**config.mk**
```make
export PLATFORM = sky130hd
export DESIGN_NAME = fsqrt_seq
export DESIGN_NICKNAME = d
export VERILOG_FILES = /design/src/rtl/fsqrt_seq.sv
export SDC_FILE = /design/constraint.sdc
export NUM_CORES = 1
export LEC_CHECK = 0
export CAP_MARGIN = 30
export CORE_ASPECT_RATIO = 0.7
export CORE_MARGIN = 1
export CORE_UTILIZATION = 41
export CTS_CLUSTER_SIZE = 12
export DETAILED_ROUTE_END_ITERATION = 8
export PLACE_DENSITY = 0.71
export SLEW_MARGIN = 5
export SYNTH_ARGS = -nofsm -noshare
export SYNTH_HDL_FRONTEND = slang
export SYNTH_SLANG_ARGS = --single-unit
```
**constraint.sdc**
```tcl
create_clock -name clk -period 7.8 [get_ports clk]
set_input_delay 1.56 -clock clk [delete_from_list [all_inputs] [get_ports clk]]
set_output_delay 1.56 -clock clk [all_outputs]
set_load 0.05 [all_outputs]
```
**src/rtl/fsqrt_seq.sv**
```systemverilog
// Sequencer around a fixed-latency fsqrt unit: special-case bypass,
// in-order result FIFO and credit-based input flow control.
//
// Ports:
//   clk, rst               clock, synchronous active-high reset
//   in_valid/in_ready      request handshake (in_x operand, in_tag dest)
//   sq_x / sq_y            operand to and result from the fsqrt unit
//   out_valid/out_ready    result handshake (out_y, out_tag, out_inv)
//   busy                   any request in flight or buffered
module fsqrt_seq #(
  parameter int LATENCY = 4,
  parameter int DEPTH   = 8,
  parameter int TAGW    = 5
) (
  input  logic            clk,
  input  logic            rst,
  input  logic            in_valid,
  output logic            in_ready,
  input  logic [31:0]     in_x,
  input  logic [TAGW-1:0] in_tag,
  output logic [31:0]     sq_x,
  input  logic [31:0]     sq_y,
  output logic            out_valid,
  input  logic            out_ready,
  output logic [31:0]     out_y,
  output logic [TAGW-1:0] out_tag,
  output logic            out_inv,
  output logic            busy
);

  localparam int PW = $clog2(DEPTH);
  localparam int CW = $clog2(DEPTH + 1);
  localparam logic [CW-1:0] DMAX  = CW'(DEPTH);
  localparam logic [PW-1:0] PLAST = PW'(DEPTH - 1);

  typedef struct packed {
    logic            v;
    logic [TAGW-1:0] tag;
    logic            sp;
    logic [31:0]     sv;
    logic            inv;
  } pipe_t;

  typedef struct packed {
    logic [31:0]     y;
    logic [TAGW-1:0] tag;
    logic            inv;
  } ent_t;

  logic          acc, pop, wr;
  logic [CW-1:0] cnt, occ;
  logic [PW-1:0] wptr, rptr;
  pipe_t         cls;
  pipe_t         pipe [LATENCY];
  pipe_t         tail;
  ent_t          mem [DEPTH];
  ent_t          wdat, head;

  logic          sg;
  logic [7:0]    ex;
  logic [22:0]   mt;
  logic          isz, isnan, ispinf, isneg;

  assign sq_x      = in_x;
  assign in_ready  = (cnt < DMAX) && !rst;
  assign acc       = in_valid && in_ready;
  assign out_valid = (occ != '0);
  assign pop       = out_valid && out_ready;
  assign busy      = (cnt != '0);

  assign sg     = in_x[31];
  assign ex     = in_x[30:23];
  assign mt     = in_x[22:0];
  assign isz    = (ex == 8'h00);
  assign isnan  = (&ex) && (|mt);
  assign ispinf = !sg && (&ex) && !(|mt);
  assign isneg  = sg && !isz && !isnan;

  always_comb begin
    cls     = '0;
    cls.v   = acc;
    cls.tag = in_tag;
    unique case (1'b1)
      isz: begin
        cls.sp = 1'b1;
        cls.sv = {sg, 31'h0};
      end
      isnan: begin
        cls.sp = 1'b1;
        cls.sv = 32'h7FC0_0000;
      end
      ispinf: begin
        cls.sp = 1'b1;
        cls.sv = 32'h7F80_0000;
      end
      isneg: begin
        cls.sp  = 1'b1;
        cls.sv  = 32'h7FC0_0000;
        cls.inv = 1'b1;
      end
      default: ;
    endcase
  end

  // Fixed-latency shadow of the fsqrt unit; never stalls.
  always_ff @(posedge clk) begin
    if (rst) begin
      for (int i = 0; i < LATENCY; i++) pipe[i].v <= 1'b0;
    end else begin
      pipe[0] <= cls;
      for (int i = 1; i < LATENCY; i++) pipe[i] <= pipe[i-1];
    end
  end

  assign tail     = pipe[LATENCY-1];
  assign wr       = tail.v;
  assign wdat.y   = tail.sp ? tail.sv : sq_y;
  assign wdat.tag = tail.tag;
  assign wdat.inv = tail.inv;

  function automatic logic [PW-1:0] inc(input logic [PW-1:0] p);
    return (p == PLAST) ? '0 : p + PW'(1);
  endfunction

  // cnt covers in-flight plus buffered, so the FIFO cannot overflow.
  always_ff @(posedge clk) begin
    if (rst) begin
      wptr <= '0;
      rptr <= '0;
      occ  <= '0;
      cnt  <= '0;
    end else begin
      if (wr) begin
        mem[wptr] <= wdat;
        wptr      <= inc(wptr);
      end
      if (pop) rptr <= inc(rptr);
      occ <= occ + CW'(wr) - CW'(pop);
      cnt <= cnt + CW'(acc) - CW'(pop);
    end
  end

  assign head    = mem[rptr];
  assign out_y   = out_valid ? head.y   : '0;
  assign out_tag = out_valid ? head.tag : '0;
  assign out_inv = out_valid ? head.inv : 1'b0;

  always_ff @(posedge clk) begin
    if (!rst) begin
      assert (!(wr && occ == DMAX))
        else $error("fsqrt_seq: write into full result fifo");
    end
  end

endmodule

```
After elaboration in Yosys (flattened, before gate mapping)

Memory sizes are Yosys's and may differ from the RTL's. A register that Yosys moved wholly into a read port is not among the register bits.
Index checks and enable logic that the tools add are counted.

Register bits: 14
Word-level logic and storage cells: 58
Memory bits (writable): 464
Memories: 2

Memories:

| memory | words | bits a word | read ports | clocked after memory_dff | wr ports | line | text |
|---|---|---|---|---|---|---|---|
| mem    | 8     | 38          | 1          | 1                        | 1        | 56   | `ent_t mem [DEPTH];` |
| pipe   | 4     | 40          | 4          | 0                        | 4        | 54   | `pipe_t pipe [LATENCY];` |

Reductions and logical operators: 19
Bitwise gates (word level): 4
Order comparisons: 1
Multiplexer cells: 20
Add/subtract/negate cells: 6
Equal/unequal tests: 2

Operators by type and width:

| cell                                                           | number |
|---|---|
| 33-bit one-hot mux with 3 select lines                         | 1 |
| 32-bit two-way mux                                             | 2 |
| 23-bit OR reduction                                            | 1 |
| 1-bit two-way mux                                              | 12 |
| 3-bit two-way mux                                              | 4 |
| 4-bit by 1-bit adder with 4-bit output                         | 2 |
| 1-bit logical AND                                              | 8 |
| 8-bit logical NOT                                              | 1 |
| 8-bit AND reduction                                            | 1 |
| 4-bit nonzero test                                             | 2 |
| 4-bit by 1-bit subtractor with 4-bit output                    | 2 |
| 3-bit by 1-bit adder with 3-bit output (second input constant) | 2 |
| 3-bit == test (second input constant)                          | 2 |
| 1-bit logical NOT                                              | 5 |
| 5-bit two-way mux                                              | 1 |
| 4-bit < comparator (second input constant)                     | 1 |
| 1-bit OR                                                       | 4 |
| 2-bit OR reduction                                             | 1 |

Depth between registers and ports, before layout

Gate-level depths: netlist (run 1).

Depth in word-level cells: 6
Gate-level depth with buffers: 13

Worst setup path after synthesis (run 1)

OpenSTA, ideal clock, no wires.

Path kind: input-to-reg
From: input rst
To: memory mem[5][0] (netlist name) (enable)
Data arrival time: 5.738 ns
Setup time: 0.489 ns
Setup slack: 1.573 ns
Cell stages on the path: 4
Buffers on the path: 1
Cell sequence: clkbuf_1 > inv_1 > nand3_1 > nor3b_1

Longest elaborated chain between the ends: 2

RTL lines:

| what                                    | line | text |
|---|---|---|
| from (decl)                             | 16   | `input logic rst,` |
| 1-bit two-way mux                       | 127  | `if (rst) begin` |
| 1-bit two-way mux (implied by the code) | 134  | `mem[wptr] <= wdat;` |
| to (decl)                               | 56   |  |

No other way between the ends.

==> run_results.csv, run 1 <==
group,metric,value,unit
setup_path,crit_buf_inv,3,
final_layout,final_nets,926,
setup_path,worst-r2r-setup-slack,5320,ps
cts,cts_tree,"done",
setup_path,crit_path_start_kind,"flip-flop",
global_route,grt_antenna_before_repair,0,
setup_path,worstPathArrival,3660,ps
setup_path,end_kind,"primary output",
route,drt_drc_violations_left,0,
sta,fin_tns_setup,0,ps
power,ir_worst_vdd,161,uV
job,maxCapViolations,0,
route,wire_per_inst,21.1,um
sta,min_period,5220,ps
cts,post_cts_resized,0,
synth,ys_warn_count,0,
synth,ys_ff_latch,365,
sta,rsz0062_at_grt,"false",
synth,syn-num-nets,781,
synth,yosysSeqAreaShare,75.9,%
synth,synthCells,692,
route,vias,6869,
placed_design,dp_cells,1261,
route,postRouteAntennaNets,0,
setup_path,cpMaxStageDelayCell,"clkdlybuf4s50_1",
placed_design,dpl.hpwl,16200,um
power,power.density,314,nW/um2
placed_design,gp_congestion,0.733,
floorplan,die_area,35300,um2
setup_path,crit_chain,"buf_12 > buf_4 > mux4_2 > a22o_1 > clkdlybuf4s50_1",
setup_path,cp-endpoint,"out_y[22]",
sta,worst_pin_slew,1000,ps
cts,cts-buffers-inserted,37,
floorplan,io_pins,146,
setup_path,r2r_start,"occ[2]$_SDFF_PP0_",
synth,postSynthAreaPerCell,20.5,um2
floorplan,die_x,224,um
synth,synth_top_area_share,73.0,%
synth,synth_cell_types,36,
worst_hold_path,hold_path.class,"reg -> reg",
route,via_per_inst,5.22,
setup_path,timing.rr.end,"cnt[2]$_SDFF_PP0_",
sta,fin_skew,19.7,ps
setup_path,path_max_fanout,31,
sta,slew_violations,0,
setup_path,ff2ff_path_depth,13,
setup_path,cp.required,6240,ps
synth,yosysMostFrequentCell,"edfxtp_1",
sta,worst_hold_slack,408,ps
global_route,grt_usage,16.3,%
placed_design,io_buffer_count,145,
sta,fin_crit_sh,67.0,%
final_layout,fin_cells,1315,
cts,cts_max_level,2,
floorplan,die_h,157,um
final_layout,antenna_cells,0,
cts,cts.reportedPaths.clkPinSlew,60,ps
route,drt-total-wl,27700,um
final_layout,layout-drive-gt1-share,18.3,%
floorplan,core,33800,um2
sta,slew_headroom,32.5,%
final_layout,syn2layout_area_growth,20.7,%
synth,yosysTopAreaCell,"edfxtp_1",
setup_path,crit_family,"buffers and inverters",
power,power.leakage,5.49,nW
synth,synthTopCellsByArea,"edfxtp_1 73%, mux4_2 12%, dfxtp_1 3.0%",
cts,ctsRootBufferMaster,"clkbuf_16",
synth,async_flop_share,0,%
synth,synth_edf_count,344,
global_route,grt_pass1_wl,42300,um
cts,clk_latency,520,ps
cts,cts_hold_buf,0,
cts,cts_setup_buffers,0,
setup_path,critPathKind,"reg -> out",
global_route,grt_max_degree,46,
floorplan,rows,56,
route,drt_iter0_drc,753,
synth,ys_top_cells_by_count,"344 x edfxtp_1, 76 x mux4_2, 37 x a22o_1",
setup_path,cpPeakStageDelay,710,ps
synth,ys.flop_type,"edfxtp_1",
route,drtPass1Iterations,5,
sta,setup_viol,0,
run_status,status,"finished, final reports clean",
floorplan,initial_core_util,41.9,%
final_layout,n_fill_cell,2732,
synth,syn-cell-area,14200,um2
sta,final_hold_viol_count,0,
cts,cts_sinks,365,
global_route,grt-ovfl-total,0,
setup_path,worstSetupPathDepth,5,
global_route,grt_pass1_vias,7109,
sta,fmax,191,MHz
cts,clockBufferDepth,3,
per-stage QoR:
stage | cell area, um2 | setup slack [ps] | util, % | power (mW)
floorplan | 14200 | 1570 | - | 3.39
finish | 17100 | 2580 | 50.6 | 5.37
global route | 17100 | 2310 | 50.6 | 5.59
detailed placement | 16000 | 2710 | 47.5 | 3.86
CTS | 17100 | 2340 | 50.6 | 5.43
global placement | 16000 | 2780 | 47.3 | 3.84
state kept, by name (all words and copies together), names as in the netlist, named ones only:
register,flops
mem,304
pipe,44
cnt,4
occ,4
rptr,3
wptr,3
layer usage:
layer	up-vias	GRT usage [%]	part of all wire (%)	routed length [um]
met5	-	0	0	0
met4	0	4.47	1.6	453
met1	3534	22.8	44	12200
met2	260	26.2	48	13300
met3	32	3.01	6.7	1850
li1	3043	-	-	-
kinds of logic after synthesis:
family	share of synthesized area, %
compound gates	3.05
xor+xnor	0.247
buf+inv	3.43
flops	75.9
simple gates	3.45
fa+ha+maj	1.52
mux	12.4
worst register-to-register path: cells and delay by family, from the launching register on:
kind	cells	cell delay [ps]
buffers and inverters	5	390
flip-flops	1	290
XOR/XNOR	1	170
AND/OR/NAND/NOR	3	490
adder cells (fa/ha/maj)	4	1000
how the worst min path moves through the flow:
stage / endpoint / from / cells after the start
2_1_floorplan: pipe[1][0]$_DFFE_PN_ / pipe[0][0]$_DFFE_PN_ / 0
3_3_place_gp: pipe[3][33]$_DFFE_PN_ / pipe[2][33]$_DFFE_PN_ / 0
3_5_place_dp: pipe[1][31]$_DFFE_PN_ / pipe[0][31]$_DFFE_PN_ / 0
4_1_cts: pipe[1][32]$_DFFE_PN_ / pipe[0][32]$_DFFE_PN_ / 0
5_1_grt: pipe[2][34]$_DFFE_PN_ / pipe[1][34]$_DFFE_PN_ / 0
6_report: pipe[1][32]$_DFFE_PN_ / pipe[0][32]$_DFFE_PN_ / 0
report_power, final:
part / internal, mW / switching (mW) / total, mW
Clock: 0.901 / 0.669 / 1.57
Sequential: 2.19 / 0.0648 / 2.26
Combinational: 0.629 / 0.917 / 1.55
cell type report:
| class | count | area, um2 | area share (%) |
|---|---|---|---|
| Clock buffer | 48 | 1010 | 5.91 |
| Clock inverter | 5 | 28.8 | 0.168 |
| Inverter | 24 | 90.1 | 0.527 |
| Multi-Input combinational cell | 243 | 2980 | 17.4 |
| Sequential cell | 365 | 10800 | 62.9 |
| Tap cell | 464 | 581 | 3.40 |
| Timing Repair Buffer | 166 | 1650 | 9.68 |
placed cells by master, fill, tap and decap left out, drive strengths merged:
cell / instances
edfxtp: 344
clkdlybuf4s50: 145
mux4: 76
clkbuf: 48
a22o: 37
nor2b: 28
inv: 26
dfxtp: 21
buf: 21
nor2: 16
ha: 14
nand2: 11
o21ai: 10
a21oi: 7
nor4: 5
nor3b: 5
nand3: 4
and2: 4
nor3: 4
or3: 3
xnor2: 3
clkinv: 3
or4: 2
nand4: 2
mux2i: 2
mux2: 2
a21o: 2
fa: 2
o31ai: 1
and3b: 1
nand4b: 1
xor2: 1
Note: power is estimated with default switching activity, not from simulation.
==> inputs of run 2 (changes only) <==
- clock period: 7.8 -> 5 ns (I/O delays scaled with it)
==> run_results.csv, run 2 (synthesis gave the netlist of run 1 again) <==
group,metric,value,unit
run_status,status,"finished, final reports clean",
power,power.density,489,nW/um2
sta,worst_hold_slack,416,ps
setup_path,startpoint,"occ[2]$_SDFF_PP0_",
final_layout,layout_commonest_cell,"edfxtp_1",
global_route,grt_pass1_vias,7217,
cts,clockBufferDepth,3,
cts,cts.reportedPaths.clkPinSlew,60,ps
setup_path,end_kind,"primary output",
final_layout,final_nets,925,
final_layout,syn2layout_area_growth,20.2,%
sta,fin_skew,13.0,ps
floorplan,die_h,157,um
cts,ctsRootBufferMaster,"clkbuf_16",
route,via_per_inst,5.25,
route,drt-total-wl,28100,um
floorplan,rows,56,
global_route,grt-ovfl-total,0,
sta,rsz0062_at_grt,"false",
power,p_clk_share,28.4,%
floorplan,initial_core_util,41.9,%
global_route,grt_usage,16.4,%
route,drt_drc_violations_left,0,
cts,cts_hold_buf,0,
cts,cts_tree,"done",
setup_path,ff2ff_path_depth,13,
job,maxCapViolations,0,
route,vias,6899,
sta,slew_headroom,44.7,%
setup_path,cp-endpoint,"out_tag[1]",
sta,setup_viol,0,
floorplan,die_area,35300,um2
power,intPower,5.77,mW
placed_design,dp_cells,1261,
sta,final_hold_viol_count,0,
route,drtPass1Iterations,5,
cts,cts-buffers-inserted,36,
cts,post_cts_resized,0,
setup_path,worst-r2r-setup-slack,2550,ps
floorplan,die_x,224,um
setup_path,r2r_start,"occ[2]$_SDFF_PP0_",
setup_path,worstPathArrival,3240,ps
setup_path,critPathKind,"reg -> out",
floorplan,core,33800,um2
sta,fin_crit_sh,84.7,%
final_layout,layout-drive-gt1-share,18.0,%
sta,fmax,236,MHz
global_route,grt_max_degree,51,
route,wire_per_inst,21.4,um
final_layout,fin_cells,1314,
sta,min_period,4240,ps
sta,worst_pin_slew,820,ps
sta,slew_violations,0,
cts,cts_max_level,2,
final_layout,largest_reg_flops,304,
power,combinationalPowerShare,29.0,%
power,ir_worst_vdd,260,uV
setup_path,crit_path_start_kind,"flip-flop",
placed_design,dpl.hpwl,16300,um
power,power.leakage,5.45,nW
setup_path,path_max_fanout,22,
final_layout,layout_common_cells,"344 x edfxtp_1, 145 x clkdlybuf4s50_1, 76 x mux4_2",
floorplan,io_pins,146,
worst_hold_path,hold_path.class,"reg -> reg",
power,switchingPower,2.56,mW
final_layout,regMostFlops,"mem",
power,seq_power_share,42.6,%
global_route,grt_pass1_wl,42600,um
cts,clk_latency,510,ps
global_route,grt_antenna_before_repair,0,
setup_path,timing.rr.end,"cnt[2]$_SDFF_PP0_",
power,swShare,30.7,%
placed_design,gp_congestion,0.735,
route,postRouteAntennaNets,0,
final_layout,antenna_cells,0,
cts,cts_sinks,365,
final_layout,biggestRegsByFlops,"mem: 304 flops, pipe: 44 flops",
setup_path,cp.required,4000,ps
cts,cts_setup_buffers,0,
route,drt_iter0_drc,668,
placed_design,io_buffer_count,145,
[run 2: per-layer routing]
metal	track usage [%]	part of all wire [%]
met1	22.6	45
met2	26.4	47
met3	3.43	6.0
met4	4.89	2.0
met5	0	0
[run 2: worst max-delay path: stages (launching register included)]
cell and delay, ps:
dfxtp_1 310, inv_1 50, ha_1 180, nor3b_4 160
nor2_4 620, buf_4 330, a22o_1 220, clkdlybuf4s50_1 830
[run 2: power groups by stage]
stage | sequential [mW] | combinational [mW] | clock, mW
after floorplan | 3.51 | 1.77 | 0
after global placement | 3.61 | 2.43 | 0
after detailed placement | 3.61 | 2.45 | 0
after CTS | 3.55 | 2.45 | 2.42
after global routing | 3.56 | 2.56 | 2.55
final | 3.54 | 2.42 | 2.36
[run 2: cell type report]
| type | instances | area (um2) |
|---|---|---|
| Fill cell | 2758 | 16800 |
| Sequential cell | 365 | 10800 |
| Multi-Input combinational cell | 243 | 2980 |
| Timing Repair Buffer | 166 | 1630 |
| Clock buffer | 51 | 978 |
| Tap cell | 464 | 581 |
| Inverter | 24 | 90.1 |
| Clock inverter | 1 | 5.00 |
[run 2: how the worst min path moves through the flow]
stage                            endpoint  slack (ps)             startpoint  cells past startpoint
finish              pipe[1][35]$_DFFE_PN_         420  pipe[0][35]$_DFFE_PN_                      0
global route        pipe[1][35]$_DFFE_PN_         420  pipe[0][35]$_DFFE_PN_                      0
CTS                 pipe[1][35]$_DFFE_PN_         420  pipe[0][35]$_DFFE_PN_                      0
detailed placement  pipe[1][23]$_DFFE_PN_         400  pipe[0][23]$_DFFE_PN_                      0
global placement    pipe[2][31]$_DFFE_PN_         400  pipe[1][31]$_DFFE_PN_                      0
floorplan            pipe[1][0]$_DFFE_PN_         400   pipe[0][0]$_DFFE_PN_                      0
[run 2: stage by stage]
stage / worst slack, ps / setup TNS [ps] / power (mW) / instance area, um2 / util, %
2_1_floorplan: -667 / -66490 / 5.29 / 14200 / -
3_3_place_gp: 1250 / 0 / 6.04 / 16000 / 47.5
3_5_place_dp: 1240 / 0 / 6.06 / 16000 / 47.5
4_1_cts: 684 / 0 / 8.43 / 17000 / 50.4
5_1_grt: 562 / 0 / 8.67 / 17000 / 50.4
6_report: 763 / 0 / 8.32 / 17000 / 50.4
==> inputs of run 3 (changes only) <==
- PLACE_DENSITY: 0.71 -> 0.73
- clock period: 5 -> 3.8 ns (I/O delays scaled with it)
==> run_results.csv, run 3 (synthesis gave the netlist of run 1 again) <==
group,metric,value,unit
run_status,status,"finished, final reports clean",
power,power.density,645,nW/um2
cts,cts_sinks,365,
global_route,grt-ovfl-total,0,
sta,min_period,3600,ps
final_layout,regMostFlops,"mem",
cts,cts_hold_buf,0,
power,power.leakage,5.57,nW
global_route,grt_max_degree,41,
setup_path,critPathKind,"reg -> out",
route,postRouteAntennaNets,0,
final_layout,final_nets,938,
power,ir_worst_vdd,366,uV
floorplan,core,33800,um2
setup_path,end_kind,"primary output",
placed_design,io_buffer_count,145,
setup_path,cpMaxStageDelayCell,"clkdlybuf4s50_1",
placed_design,dpl.hpwl,17300,um
final_layout,layout_common_cells,"344 x edfxtp_1, 130 x clkdlybuf4s50_1, 76 x mux4_2",
route,drt-total-wl,28600,um
placed_design,gp_congestion,0.733,
job,maxCapViolations,0,
setup_path,ff2ff_path_depth,13,
floorplan,die_x,224,um
sta,rsz0062_at_grt,"false",
global_route,grt_antenna_before_repair,1,
route,vias,7000,
sta,setup_viol,0,
cts,cts_tree,"done",
cts,clockBufferDepth,3,
final_layout,largest_reg_flops,304,
floorplan,die_h,157,um
power,design_power_total,11.1,mW
worst_hold_path,holdPathStages,0,
sta,fin_crit_sh,94.6,%
sta,fmax,278,MHz
cts,ctsRootBufferMaster,"clkbuf_16",
final_layout,final_util,51.0,%
final_layout,fin_cells,1331,
setup_path,cpPeakStageDelay,700,ps
cts,post_cts_resized,0,
sta,fin_skew,11.2,ps
route,wire_per_inst,21.5,um
sta,final_hold_viol_count,0,
global_route,grt_usage,16.6,%
floorplan,die_area,35300,um2
setup_path,worstPathArrival,2840,ps
sta,slew_headroom,41.5,%
cts,cts-buffers-inserted,37,
final_layout,syn2layout_area_growth,21.7,%
sta,worst_hold_slack,417,ps
route,drt_drc_violations_left,0,
global_route,grt_pass1_wl,43300,um
final_layout,layout_commonest_cell,"edfxtp_1",
cts,cts.reportedPaths.clkPinSlew,60,ps
floorplan,initial_core_util,41.9,%
sta,worst_pin_slew,868,ps
floorplan,io_pins,146,
route,drt_iter0_drc,616,
setup_path,crit_path_start_kind,"flip-flop",
placed_design,dp_cells,1273,
setup_path,cp.required,3040,ps
worst_hold_path,hold_path.class,"reg -> reg",
cts,cts_setup_buffers,0,
sta,slew_violations,0,
floorplan,rows,56,
final_layout,layout-drive-gt1-share,21.4,%
route,via_per_inst,5.26,
cts,clk_latency,520,ps
cts,cts_max_level,2,
final_layout,biggestRegsByFlops,"mem: 304 flops, pipe: 44 flops",
setup_path,crit_chain,"buf_12 > mux4_2 > a22o_1 > clkdlybuf4s50_1",
route,drtPass1Iterations,7,
global_route,grt_pass1_vias,7237,
setup_path,path_max_fanout,18,
-- run 3: cell types whose count changed in the layout (fill, tap and decap cells not counted), moves of 3 or more --
cell / before / now
buf_12: 2 / 6
clkbuf_1: 14 / 11
clkdlybuf4s50_1: 145 / 130
nor3b_2: 4 / 0
buf_4: 18 / 41
nor3b_4: 1 / 5
-- run 3: final timing paths --
| path | to | slack [ps] | start |
|---|---|---|---|
| worst min-delay path | pipe[3][31]$_DFFE_PN_ | 420 | pipe[2][31]$_DFFE_PN_ |
| worst min register to register | pipe[3][31]$_DFFE_PN_ | 420 | pipe[2][31]$_DFFE_PN_ |
| worst max register to register | cnt[2]$_SDFF_PP0_ | 1380 | occ[2]$_SDFF_PP0_ |
| worst max-delay path | out_y[11] | 200 | flip-flop |
-- run 3: final cells by class --
class                           instances  area (um2)
Fill cell                            2706       16500
Sequential cell                       365       10800
Multi-Input combinational cell        243        3010
Timing Repair Buffer                  178        1730
Clock buffer                           51        1030
Tap cell                              464         581
Inverter                               24        90.1
Clock inverter                          5        27.5
Antenna cell                            1        2.50
-- run 3: routing by layer --
metal  track usage (%)  vias to the layer above  wire length, um
li1                  -                     3094                -
met1              23.6                     3598            13000
met2              25.9                      271            13300
met3              3.53                       37             1840
met4              4.89                        0              420
met5                 0                        -                0
-- run 3: worst max-delay path: cells and delay by family (launching register included) --
kind            cells  cell delay (ps)
flops               1              570
buf+inv             2              940
compound gates      1              260
mux                 1              520
-- run 3: power by group --
part           leakage [nW]  switching, mW  internal (mW)
Sequential             3.32          0.107           4.50
Combinational          1.73           1.93           1.31
Clock                 0.519           1.39           1.88
-- run 3: through the flow --
stage	setup WS (ps)	TNS, ps	instance area (um2)
2_1_floorplan	-400	-41100	14200
3_3_place_gp	576	0	16200
3_5_place_dp	561	0	16200
4_1_cts	0.833	0	17200
5_1_grt	62.7	0	17200
6_report	204	0	17200
